[config.mk]
export PLATFORM = sky130hd
export DESIGN_NAME = sm3_expnd_core_flat
export DESIGN_NICKNAME = d
export VERILOG_FILES = /design/src/rtl/sm3_pkg.sv /design/src/rtl/sm3_expnd_core_if.sv /design/src/rtl/sm3_expnd_wgen.sv /design/src/rtl/sm3_expnd_core.sv /design/src/flat_wrapper.sv
export SDC_FILE = /design/constraint.sdc
export NUM_CORES = 1
export LEC_CHECK = 0
export ABC_AREA = 0
export BUFFER_PORTS_ARGS = -buffer_cell sky130_fd_sc_hd__buf_2
export CAP_MARGIN = 20
export CORE_ASPECT_RATIO = 0.7
export CORE_MARGIN = 2
export CORE_UTILIZATION = 57
export DETAILED_ROUTE_END_ITERATION = 10
export PLACE_DENSITY = 0.75
export SYNTH_ARGS = -nofsm -noshare
export SYNTH_HDL_FRONTEND = slang
export SYNTH_HIERARCHICAL = 1
export SYNTH_SLANG_ARGS = --single-unit
[constraint.sdc]
create_clock -name clk -period 4.6 [get_ports clk]
set_clock_uncertainty 0.05 [all_clocks]
set_input_delay 0.23 -clock clk [delete_from_list [all_inputs] [get_ports clk]]
set_output_delay 0.23 -clock clk [all_outputs]
set_load 0.03 [all_outputs]
[src/rtl/sm3_pkg.sv]
// Shared SM3 package.
// Holds the common word and block types, the expansion FSM state enum and
// the XOR/rotate helpers. The compression core uses the same helpers.
//   sm3_word_t      32-bit message/expansion word
//   sm3_blk_t       16 words = one 512-bit block
//   sm3_expnd_st_e  LOAD (collecting W0..W15) / EXPAND (emitting beats)
//   rotl32(x, n)    32-bit rotate left, n in 0..31
//   p1(x)           permutation P1(x) = x ^ rotl(x,15) ^ rotl(x,23)
package sm3_pkg;

    localparam int SM3_BLK_WORDS = 16;

    typedef logic [31:0] sm3_word_t;
    typedef sm3_word_t [SM3_BLK_WORDS-1:0] sm3_blk_t;

    typedef enum logic {
        LOAD   = 1'b0,
        EXPAND = 1'b1
    } sm3_expnd_st_e;

    function automatic sm3_word_t rotl32(input sm3_word_t x, input logic [4:0] n);
        // When n = 0, the right shift by 32 yields 0, so the result is x itself.
        return (x << n) | (x >> (6'd32 - {1'b0, n}));
    endfunction

    function automatic sm3_word_t p1(input sm3_word_t x);
        return x ^ rotl32(x, 5'd15) ^ rotl32(x, 5'd23);
    endfunction

endpackage

[src/rtl/sm3_expnd_core_if.sv]
// Bus between the padding stage, the expansion core and the compression core.
//   pad_inpt_*    word stream from the padding stage (valid/ready)
//   expnd_otpt_*  expansion beats toward the compression core (valid only,
//                 no back-pressure)
// Modports:
//   slave   the expansion core's view
//   master  the environment's view (padding stage plus compression core)
interface sm3_expnd_core_if;
    import sm3_pkg::*;

    sm3_word_t pad_inpt_d_i;
    logic      pad_inpt_vld_i;
    logic      pad_inpt_msg_lst_i;
    logic      pad_inpt_rdy_o;
    sm3_word_t expnd_otpt_wj_o;
    sm3_word_t expnd_otpt_wjj_o;
    logic      expnd_otpt_lst_o;
    logic      expnd_otpt_msg_lst_o;
    logic      expnd_otpt_vld_o;

    modport slave (
        input  pad_inpt_d_i, pad_inpt_vld_i, pad_inpt_msg_lst_i,
        output pad_inpt_rdy_o,
        output expnd_otpt_wj_o, expnd_otpt_wjj_o, expnd_otpt_lst_o,
        output expnd_otpt_msg_lst_o, expnd_otpt_vld_o
    );

    modport master (
        output pad_inpt_d_i, pad_inpt_vld_i, pad_inpt_msg_lst_i,
        input  pad_inpt_rdy_o,
        input  expnd_otpt_wj_o, expnd_otpt_wjj_o, expnd_otpt_lst_o,
        input  expnd_otpt_msg_lst_o, expnd_otpt_vld_o
    );

endinterface

[src/rtl/sm3_expnd_wgen.sv]
// Combinational next-word generator for the SM3 message expansion.
// With the window positioned so that w0 = W_{j-16}, the generator gives:
//   w16 = P1(w0 ^ w7 ^ rotl(w13,15)) ^ rotl(w3,7) ^ w10
// Ports:
//   w0, w3, w7, w10, w13  in   window taps
//   w16                   out  new word for the top of the window
module sm3_expnd_wgen
    import sm3_pkg::*;
(
    input  sm3_word_t w0,
    input  sm3_word_t w3,
    input  sm3_word_t w7,
    input  sm3_word_t w10,
    input  sm3_word_t w13,
    output sm3_word_t w16
);

    assign w16 = p1(w0 ^ w7 ^ rotl32(w13, 5'd15)) ^ rotl32(w3, 5'd7) ^ w10;

endmodule

[src/rtl/sm3_expnd_core.sv]
// SM3 message-expansion engine.
// The core loads W0..W15 into a 16-word shift window. It then emits ROUNDS
// beats of (W_j, W'_j = W_j ^ W_{j+4}), one beat per cycle, and marks the
// last beat of every block (lst) and of every message (msg_lst).
// Ports:
//   clk    in  clock
//   rst_n  in  asynchronous active-low reset; aborts any block in progress
//   bus    slave modport of sm3_expnd_core_if (pad_inpt_* in, expnd_otpt_* out)
// Parameters:
//   ROUNDS  number of expansion beats per block (64 in product)
module sm3_expnd_core
    import sm3_pkg::*;
#(
    parameter int ROUNDS = 64
) (
    input  logic               clk,
    input  logic               rst_n,
    sm3_expnd_core_if.slave    bus
);

    localparam int RW = (ROUNDS > 1) ? $clog2(ROUNDS) : 1;
    localparam logic [RW-1:0] R_LAST = RW'(ROUNDS - 1);

    sm3_expnd_st_e state_reg, state_next;
    logic [3:0]    word_cnt_reg;
    logic [RW-1:0] rnd_cnt_reg;
    logic          msg_lst_reg;
    sm3_word_t     w_reg [SM3_BLK_WORDS];
    sm3_word_t     w_new;

    logic accept;
    logic expanding;
    logic last_word;
    logic last_rnd;

    // Next-state logic. Valid is ignored outside LOAD, so a word is only
    // accepted while the core is collecting.
    always_comb begin
        state_next = state_reg;
        accept     = 1'b0;
        expanding  = 1'b0;
        case (state_reg)
            LOAD: begin
                accept = bus.pad_inpt_vld_i;
                if (accept && last_word) begin
                    state_next = EXPAND;
                end
            end
            EXPAND: begin
                expanding = 1'b1;
                if (last_rnd) begin
                    state_next = LOAD;
                end
            end
            default: state_next = LOAD;
        endcase
    end

    assign last_word = (word_cnt_reg == 4'd15);
    assign last_rnd  = (rnd_cnt_reg == R_LAST);

    always_ff @(posedge clk or negedge rst_n) begin
        if (!rst_n) begin
            state_reg    <= LOAD;
            word_cnt_reg <= '0;
            rnd_cnt_reg  <= '0;
            msg_lst_reg  <= 1'b0;
        end else begin
            state_reg <= state_next;
            // The 4-bit counter wraps 15->0 on the same edge that enters EXPAND.
            if (accept) begin
                word_cnt_reg <= word_cnt_reg + 4'd1;
            end
            if (expanding && !last_rnd) begin
                rnd_cnt_reg <= rnd_cnt_reg + RW'(1);
            end else begin
                rnd_cnt_reg <= '0;
            end
            if (accept && last_word) begin
                msg_lst_reg <= bus.pad_inpt_msg_lst_i;
            end
        end
    end

    sm3_expnd_wgen u_wgen (
        .w0  (w_reg[0]),
        .w3  (w_reg[3]),
        .w7  (w_reg[7]),
        .w10 (w_reg[10]),
        .w13 (w_reg[13]),
        .w16 (w_new)
    );

    // The window shifts toward w[0] both when loading and when expanding.
    // Only the word that enters at w[15] differs between the two cases.
    generate
        for (genvar gi = 0; gi < SM3_BLK_WORDS - 1; gi++) begin : g_win
            always_ff @(posedge clk or negedge rst_n) begin
                if (!rst_n) begin
                    w_reg[gi] <= '0;
                end else if (accept || expanding) begin
                    w_reg[gi] <= w_reg[gi+1];
                end
            end
        end
    endgenerate

    always_ff @(posedge clk or negedge rst_n) begin
        if (!rst_n) begin
            w_reg[SM3_BLK_WORDS-1] <= '0;
        end else if (accept) begin
            w_reg[SM3_BLK_WORDS-1] <= bus.pad_inpt_d_i;
        end else if (expanding) begin
            w_reg[SM3_BLK_WORDS-1] <= w_new;
        end
    end

    // All outputs are decoded from registers only. Because the reset is
    // asynchronous, vld and lst drop as soon as rst_n falls.
    assign bus.pad_inpt_rdy_o       = (state_reg == LOAD);
    assign bus.expnd_otpt_vld_o     = (state_reg == EXPAND);
    assign bus.expnd_otpt_wj_o      = w_reg[0];
    assign bus.expnd_otpt_wjj_o     = w_reg[0] ^ w_reg[4];
    assign bus.expnd_otpt_lst_o     = (state_reg == EXPAND) && last_rnd;
    assign bus.expnd_otpt_msg_lst_o = (state_reg == EXPAND) && last_rnd && msg_lst_reg;

endmodule

[src/flat_wrapper.sv]
// flat-port wrapper written by rule: the top's interface ports become plain ports
module sm3_expnd_core_flat import sm3_pkg::*;
#(
    parameter int ROUNDS = 64
)
  (clk, rst_n, bus_pad_inpt_d_i, bus_pad_inpt_vld_i, bus_pad_inpt_msg_lst_i, bus_pad_inpt_rdy_o, bus_expnd_otpt_wj_o, bus_expnd_otpt_wjj_o, bus_expnd_otpt_lst_o, bus_expnd_otpt_msg_lst_o, bus_expnd_otpt_vld_o);
  sm3_expnd_core_if bus_i ();
  input  logic clk;
  input  logic rst_n;
  input wire logic [$bits(bus_i.pad_inpt_d_i)-1:0] bus_pad_inpt_d_i;
  input wire logic [$bits(bus_i.pad_inpt_vld_i)-1:0] bus_pad_inpt_vld_i;
  input wire logic [$bits(bus_i.pad_inpt_msg_lst_i)-1:0] bus_pad_inpt_msg_lst_i;
  output wire logic [$bits(bus_i.pad_inpt_rdy_o)-1:0] bus_pad_inpt_rdy_o;
  output wire logic [$bits(bus_i.expnd_otpt_wj_o)-1:0] bus_expnd_otpt_wj_o;
  output wire logic [$bits(bus_i.expnd_otpt_wjj_o)-1:0] bus_expnd_otpt_wjj_o;
  output wire logic [$bits(bus_i.expnd_otpt_lst_o)-1:0] bus_expnd_otpt_lst_o;
  output wire logic [$bits(bus_i.expnd_otpt_msg_lst_o)-1:0] bus_expnd_otpt_msg_lst_o;
  output wire logic [$bits(bus_i.expnd_otpt_vld_o)-1:0] bus_expnd_otpt_vld_o;
  assign bus_i.pad_inpt_d_i = bus_pad_inpt_d_i;
  assign bus_i.pad_inpt_vld_i = bus_pad_inpt_vld_i;
  assign bus_i.pad_inpt_msg_lst_i = bus_pad_inpt_msg_lst_i;
  assign bus_pad_inpt_rdy_o = bus_i.pad_inpt_rdy_o;
  assign bus_expnd_otpt_wj_o = bus_i.expnd_otpt_wj_o;
  assign bus_expnd_otpt_wjj_o = bus_i.expnd_otpt_wjj_o;
  assign bus_expnd_otpt_lst_o = bus_i.expnd_otpt_lst_o;
  assign bus_expnd_otpt_msg_lst_o = bus_i.expnd_otpt_msg_lst_o;
  assign bus_expnd_otpt_vld_o = bus_i.expnd_otpt_vld_o;
  sm3_expnd_core #(.ROUNDS(ROUNDS)) u_core (.clk(clk), .rst_n(rst_n), .bus(bus_i));
endmodule
==> summary.txt, run 1 <==
Critical R2R Capture: u_core/w_reg[387]
Area delta synth->final: 10.9%
CTS tree: built
Share of the yosys chip area belonging to registers: 57.9%
Pin count of the biggest net entering global routing: 113
CP max FO: 68
Worst Setup Path Type: flop to output pin
Worst path arrival time: 2.37 ns
Leakage: 0.0114 uW
Combinational family with the most area after synthesis: multiplexers
Die ar.: 41,400 um^2
Global route total overflow: 0
MaxCap Viol Count: 0
Xor/xnor share of the synthesized area: 9.75%
Initial Util: 57.4%
Leading register cell type out of synthesis: dfrtp_1
Overall power: 8600 uW
Net count, final: 1,565
Max-Slew Margin vs Limit: 37.7%
Count of cell types in the netlist: 27
Mapped Nets: 1,459
Post-Synth Adder-Cell Area: 0.110%
Initial drt markers: 819
Hold Crit Class: primary input to flop
Yosys warning count: 6
I/O Pins: 104
Gr usage total: 22.2%
Top cell type's share of synthesized area: 57.9%
Post-layout util: 63.7%
Net Sw Power: 1770 uW
Power Density: 342 nW/um^2
Die Ht: 171 um
Vias: 11.2k
Port Buffers: 103
Post-route antenna net violation count: 0
Number of global-route vias before repair: 11.8k
Final max-slew violation count: 0
Clk pwr share: 44.5%
Synth area leaders: dfrtp_1, mux2_2, mux2_4
FP Rows: 61
Seq pwr share: 53.6%
Mapped Area: 22,700 um^2
Layout cell share with drive strength beyond 1: 38.2%
CTS Root Cell: clkbuf_16
Post-CTS Resized: 0
Synth Area in Simple Gates: 0.939%
Min Tclk post-route: 2.65 ns
Residual DRC count: 0
Setup violations, final: 0
Hpwl dp: 30.4 mm
Worst setup EP type: output pin
Flip-flop count of the largest register after layout: 480
Global-route wire length before repair: 69.5 mm
WL per Instance: 21.4 um
Fin crit share: 57.6%
Worst skew pair latency: 0.57 ns
Hold Path End: u_core/w_reg[143]
Compound-cell area share of the yosys netlist: 0.773%
Total core area: 39,500 um^2
Critical Path Source Type: flop
Internal power: 6830 uW
Sw frac: 20.6%
Comb pwr share: 1.9%
Async SR Flop Fraction: 100%
Total clock sinks: 524
Htree depth: 2
Number of buffers created by CTS: 48
First-pass DRT Iterations: 4
Gate Count Post-Synth: 1,421
Setup TNS: 0 ns
Seq cells post-synth: 524
Outcome: finished, final reports clean
Initial antenna violation count: 0
WP data required: 4.32 ns
Synth area leader: dfrtp_1
Placer congestion estimate: 0.820
Reg clk slew, reported paths: 0.06 ns
Post-synthesis mux area share: 27.0%
Min-delay src: bus_pad_inpt_vld_i
Die width: 242 um
Post-synth EDFFs: 0
WHS Path Cells: 3
FF-to-FF path depth: 3
Mean area per synthesized cell: 15.9 um^2
Via density: 5.36
RSZ-0062 raised after global routing: false
Least-Margin Pin Slew: 0.934 ns
CTS Buffer Depth: 3
Final wirelength: 44.9 mm
FF-to-FF Start: u_core/bus.expnd_otpt_vld_o
Final hold vios: 0
Worst VDD drop: 0.249 mV
Max Clk Rate: 0.378 GHz
R2r setup slk: 2.29 ns
## metrics by stage
stage / instances / worst slack, ns / hold slack (ns) / cell area [um^2]
after detailed placement: 1978 / 2.30 / 0.293 / 23300
after floorplan: 1421 / 2.13 / -0.116 / 22700
final: 2095 / 1.95 / 0.136 / 25100
after global routing: 2094 / 1.77 / 0.123 / 25100
after global placement: 1978 / 2.34 / 0.303 / 23300
after CTS: 2094 / 1.92 / 0.104 / 25100
## metal layers
| layer | wire length [um] | up-vias | global-route usage [%] | share of wire (%) |
|---|---|---|---|---|
| li1 | - | 5092 | - | - |
| met1 | 22100 | 5912 | 33.3 | 49 |
| met2 | 20100 | 177 | 34.5 | 45 |
| met3 | 2090 | 49 | 4.27 | 4.7 |
| met4 | 553 | 0 | 4.05 | 1.2 |
| met5 | 0 | - | 0 | 0 |
## cell usage in the layout (no fill, tap or decap), drive strengths merged, types with 2 or more instances in the layout
cell type / instances
nand4: 2
nand3: 2
ha: 2
nor2: 6
nand2: 36
dfrtp: 524
buf: 118
xnor3: 32
o21ai: 34
clkinv: 4
mux2i: 32
xor2: 67
mux2: 482
dlygate4sd3: 34
xnor2: 99
inv: 4
clkbuf: 74
## power groups by stage
stage	Combinational, uW	Sequential, uW	Clock, uW
after floorplan	20.3	4700	0
after global placement	147	4690	0
after detailed placement	149	4690	0
after CTS	172	4610	3930
after global routing	188	4610	4110
final	164	4610	3830
## repair_timing
action,CTS,global route
endpoints found under the hold margin,131,0
buffers inserted,0,0
hold buffers,34,0
## worst max-delay path, stage by stage, from the launching register on
cell and delay [ns]:
dfrtp_2 0.38, buf_4 0.60, inv_1 0.19, nor3_1 0.27
and2_1 0.15, buf_2 0.19
## synth_stat cells, types with 4 or more instances
cell	instances
mux2_4	100
mux2_1	101
buf_2	14
buf_8	10
xnor3_2	28
buf_4	53
clkbuf_1	6
dfrtp_1	524
nor2_1	5
buf_6	13
o21ai_0	34
nand2_1	36
mux2_2	281
mux2i_1	32
xnor3_1	4
xor2_1	67
xnor2_1	99
## how the worst max path moves through the flow
stage                           startpoint                       end  slack (ns)  cells after the start
6_report       u_core/bus.expnd_otpt_vld_o  bus_expnd_otpt_msg_lst_o        1.95                      5
5_1_grt        u_core/bus.expnd_otpt_vld_o  bus_expnd_otpt_msg_lst_o        1.77                      5
4_1_cts        u_core/bus.expnd_otpt_vld_o  bus_expnd_otpt_msg_lst_o        1.92                      5
3_5_place_dp   u_core/bus.expnd_otpt_vld_o         u_core/w_reg[173]        2.30                      3
3_3_place_gp   u_core/bus.expnd_otpt_vld_o         u_core/w_reg[358]        2.34                      3
2_1_floorplan  u_core/bus.expnd_otpt_vld_o  bus_expnd_otpt_msg_lst_o        2.13                      4
## kinds of logic (layout without fill, tap and decap cells)
family | after synthesis | in the layout
muxes | 514 | 514
xor gates and xnor gates | 198 | 198
buffers and inverters | 98 | 236
other | 0 | 1
adders and majority gates | 2 | 2
DFF | 524 | 524
and+or+nand+nor | 50 | 50
AOI/OAI and AO/OA | 35 | 35
## final cells by class
type                    count  area, um^2
multi-input cells         799        8750
clock buffers              74        1420
diodes                      1        2.50
inverters                   2        7.51
clock inverters             8        75.1
repair buffers            152        1090
flip-flops and latches    524       13100
fillers                  2884       14300
well taps                 535         669
Note: power is estimated with default switching activity, not from simulation.
==> run 2: changes to the inputs <==
--- a/config.mk
+++ b/config.mk
@@ -5,14 +5,14 @@
 export SDC_FILE = /design/constraint.sdc
 export NUM_CORES = 1
 export LEC_CHECK = 0
-export ABC_AREA = 0
+export ABC_AREA = 1
 export BUFFER_PORTS_ARGS = -buffer_cell sky130_fd_sc_hd__buf_2
 export CAP_MARGIN = 20
 export CORE_ASPECT_RATIO = 0.7
 export CORE_MARGIN = 2
-export CORE_UTILIZATION = 57
+export CORE_UTILIZATION = 56
 export DETAILED_ROUTE_END_ITERATION = 10
-export PLACE_DENSITY = 0.75
+export PLACE_DENSITY = 0.76
 export SYNTH_ARGS = -nofsm -noshare
 export SYNTH_HDL_FRONTEND = slang
 export SYNTH_HIERARCHICAL = 1
==> constraint.sdc (replaced) <==
create_clock -name clk -period 2.2 [get_ports clk]
set_clock_uncertainty 0.05 [all_clocks]
set_input_delay 0.11 -clock clk [delete_from_list [all_inputs] [get_ports clk]]
set_output_delay 0.11 -clock clk [all_outputs]
set_load 0.03 [all_outputs]
==> summary.txt, run 2 <==
Mapped Area: 24,800 um^2 (was 22,700 um^2)
Register area: 13,100 um^2 (about the same)
First-pass DRT Iterations: 6 (was 4)
Worst VDD drop: 0.829 mV (was 0.249 mV)
Total clock sinks: 524 (unchanged)
Critical Path Source Type: flop (unchanged)
Fin crit share: 94.2%
Initial antenna violation count: 2 (was 0)
CTS Root Cell: clkbuf_16 (unchanged)
Worst setup EP type: output pin (unchanged)
Finished Layout Cells: 3,809 (was 2,095)
Filler cells: 3,667 (was 2,884)
Seq cells post-synth: 524 (unchanged)
CTS tree: built (unchanged)
Synth area leaders: dfrtp_1, nand2_1, o21ai_0 (was dfrtp_1, mux2_2, mux2_4)
Setup violations, final: 0 (unchanged)
Leakage: 0.0141 uW (was 0.0114 uW)
Gr usage total: 30.4% (was 22.2%)
Top-count cell post-synth: nand2_1 (was dfrtp_1)
RSZ-0062 raised after global routing: false (unchanged)
Most frequent cells in the layout: nand2_1, dfrtp_1, o21ai_0 (was dfrtp_1, mux2_2, buf_2)
Port Buffers: 103 (unchanged)
Final wirelength: 69.9 mm (was 44.9 mm)
Residual DRC count: 0 (unchanged)
WP data required: 2.04 ns (was 4.32 ns)
Hold slack: 0.0242 ns (was 0.136 ns)
Mapped Nets: 3,165 (was 1,459)
Share of the yosys chip area belonging to registers: 52.8% (was 57.9%)
Initial drt markers: 2,335 (was 819)
Commonest cells post-synth: nand2_1, dfrtp_1, o21ai_0 (was dfrtp_1, mux2_2, mux2_1)
Final max-slew violation count: 0 (unchanged)
Placer congestion estimate: 0.938 (was 0.820)
Die ar.: 46,100 um^2 (was 41,400 um^2)
Reg clk slew, reported paths: 0.07 ns (was 0.06 ns)
Power Density: 1740 nW/um^2 (was 342 nW/um^2)
Top cell type's share of synthesized area: 52.8% (was 57.9%)
Via density: 5.59 (was 5.36)
Placed cell areas: 25,600 um^2 (was 23,300 um^2)
DP Cell Count: 3,682 (was 1,978)
Synth area leader: dfrtp_1 (unchanged)
Max Clk Rate: 0.483 GHz
CTS Buffer Depth: 3 (unchanged)
Setup TNS: 0 ns (unchanged)
Global route total overflow: 0 (unchanged)
Worst skew pair latency: 0.58 ns (was 0.57 ns)
CP max FO: 5 (was 68)
MaxCap Viol Count: 0 (unchanged)
Hold Crit Class: primary input to asynchronous set/reset pin (was primary input to flop)
Pin count of the biggest net entering global routing: 172 (was 113)
Initial Util: 56.8% (was 57.4%)
Worst Setup Path Type: flop to output pin (unchanged)
Number of buffers created by CTS: 50 (was 48)
I/O Pins: 104 (unchanged)
Worst path arrival time: 1.91 ns (was 2.37 ns)
Net count, final: 3,213 (was 1,565)
Post-Layout Inst Area: 27,700 um^2 (was 25,100 um^2)
WL per Instance: 18.3 um (was 21.4 um)
Flip-flop count of the largest register after layout: 480 (unchanged)
Hpwl dp: 47.6 mm (was 30.4 mm)
Global-route wire length before repair: 111 mm (was 69.5 mm)
FP Rows: 64 (was 61)
Post-route antenna net violation count: 0 (unchanged)
Layout cell share with drive strength beyond 1: 10.7% (was 38.2%)
Die Ht: 180 um (was 171 um)
Area of the multi-input gates: 9560 um^2 (was 8750 um^2)
Area delta synth->final: 11.5% (was 10.9%)
Final hold vios: 0 (unchanged)
Leading register cell type out of synthesis: dfrtp_1 (unchanged)
Commonest non-fill, non-tap cell in the layout: nand2_1 (was dfrtp_1)
Post-synth EDFFs: 0 (unchanged)
Die width: 256 um (was 242 um)
Yosys warning count: 6 (unchanged)
Max-Slew Margin vs Limit: 42.1% (was 37.7%)
Htree depth: 2 (unchanged)
Min Tclk post-route: 2.07 ns
Gate Count Post-Synth: 3,127 (was 1,421)
Total core area: 43,700 um^2 (was 39,500 um^2)
Count of cell types in the netlist: 25 (was 27)
Number of global-route vias before repair: 19.8k (was 11.8k)
Async SR Flop Fraction: 100% (unchanged)
Least-Margin Pin Slew: 0.868 ns (was 0.934 ns)
Mean area per synthesized cell: 7.94 um^2 (was 15.9 um^2)
Outcome: finished, final reports clean (unchanged)
Vias: 21.3k (was 11.2k)
-- run 2: cell families after synthesis --
family                     Yosys count  share of synthesized area [%]
and+or+nand+nor                   1606                           27.4
buffers and inverters              478                           8.74
xor gates and xnor gates            36                           1.27
adders and majority gates            2                          0.101
AOI/OAI and AO/OA                  481                           9.70
DFF                                524                           52.8
-- run 2: through the flow --
step | util, % | setup slack (ns) | total power (uW)
2_1_floorplan | - | 0.371 | 31700
5_1_grt | 63.3 | 0.0282 | 51400
3_5_place_dp | 58.5 | 0.279 | 38400
3_3_place_gp | 58.5 | 0.298 | 37500
6_report | 63.3 | 0.128 | 48100
4_1_cts | 63.3 | 0.0574 | 47800
-- run 2: area by class of cell --
type | instances | area share [%]
sequential | 524 | 47.4
clock buffer | 75 | 5.48
inverter | 291 | 3.94
tap | 594 | 2.68
antenna | 1 | 0.00904
multi-input combinational | 2125 | 34.5
timing repair buffer | 183 | 5.15
clock inverter | 16 | 0.863
-- run 2: per-layer routing --
metal  global-route usage [%]  wire, um  share of wire (%)  vias up
li1                         -         -                  -     9884
met1                     44.8     30700                 44    10400
met2                     45.4     30600                 44      846
met3                     6.29      6340                9.1      132
met4                     9.40      2270                3.3        2
met5                        0        10              0.014        -
-- run 2: worst paths after layout --
path	to	start	slack (ns)	cells past startpoint
min	u_core/bus.expnd_otpt_wj_o[17]	rst_n	0.02	2
max	bus_expnd_otpt_wjj_o[14]	u_core/bus.expnd_otpt_wj_o[14]	0.13	2
max reg2reg	u_core/w_reg[11]	u_core/bus.expnd_otpt_vld_o	0.20	5
min in group clk	u_core/w_reg[16]	bus_pad_inpt_d_i[16]	0.24	4
min reg2reg	u_core/w_reg[299]	u_core/w_reg[299]	0.42	2
max in group asynchronous	u_core/w_reg[371]	rst_n	1.24	3
-- run 2: where the power goes --
part           internal (uW)  switching (uW)  total (uW)
Combinational           6400           13300       19700
Clock                   5450            3740        9190
Sequential             14500            4670       19100
Total                  26300           21800       48100
-- run 2: worst max-delay path, cell delays in order, from the launching register on --
cell and delay, ns:
dfrtp_1 0.60, xor2_1 0.43, buf_2 0.30
-- run 2: repair_timing --
| action | in CTS | in global routing |
|---|---|---|
| setup buffers | 0 | 0 |
| endpoints found under the setup margin | 0 | 2 |
| hold buffers | 35 | 0 |
| hold endpoints to repair | 489 | 0 |
| resized for setup | 0 | 4 |
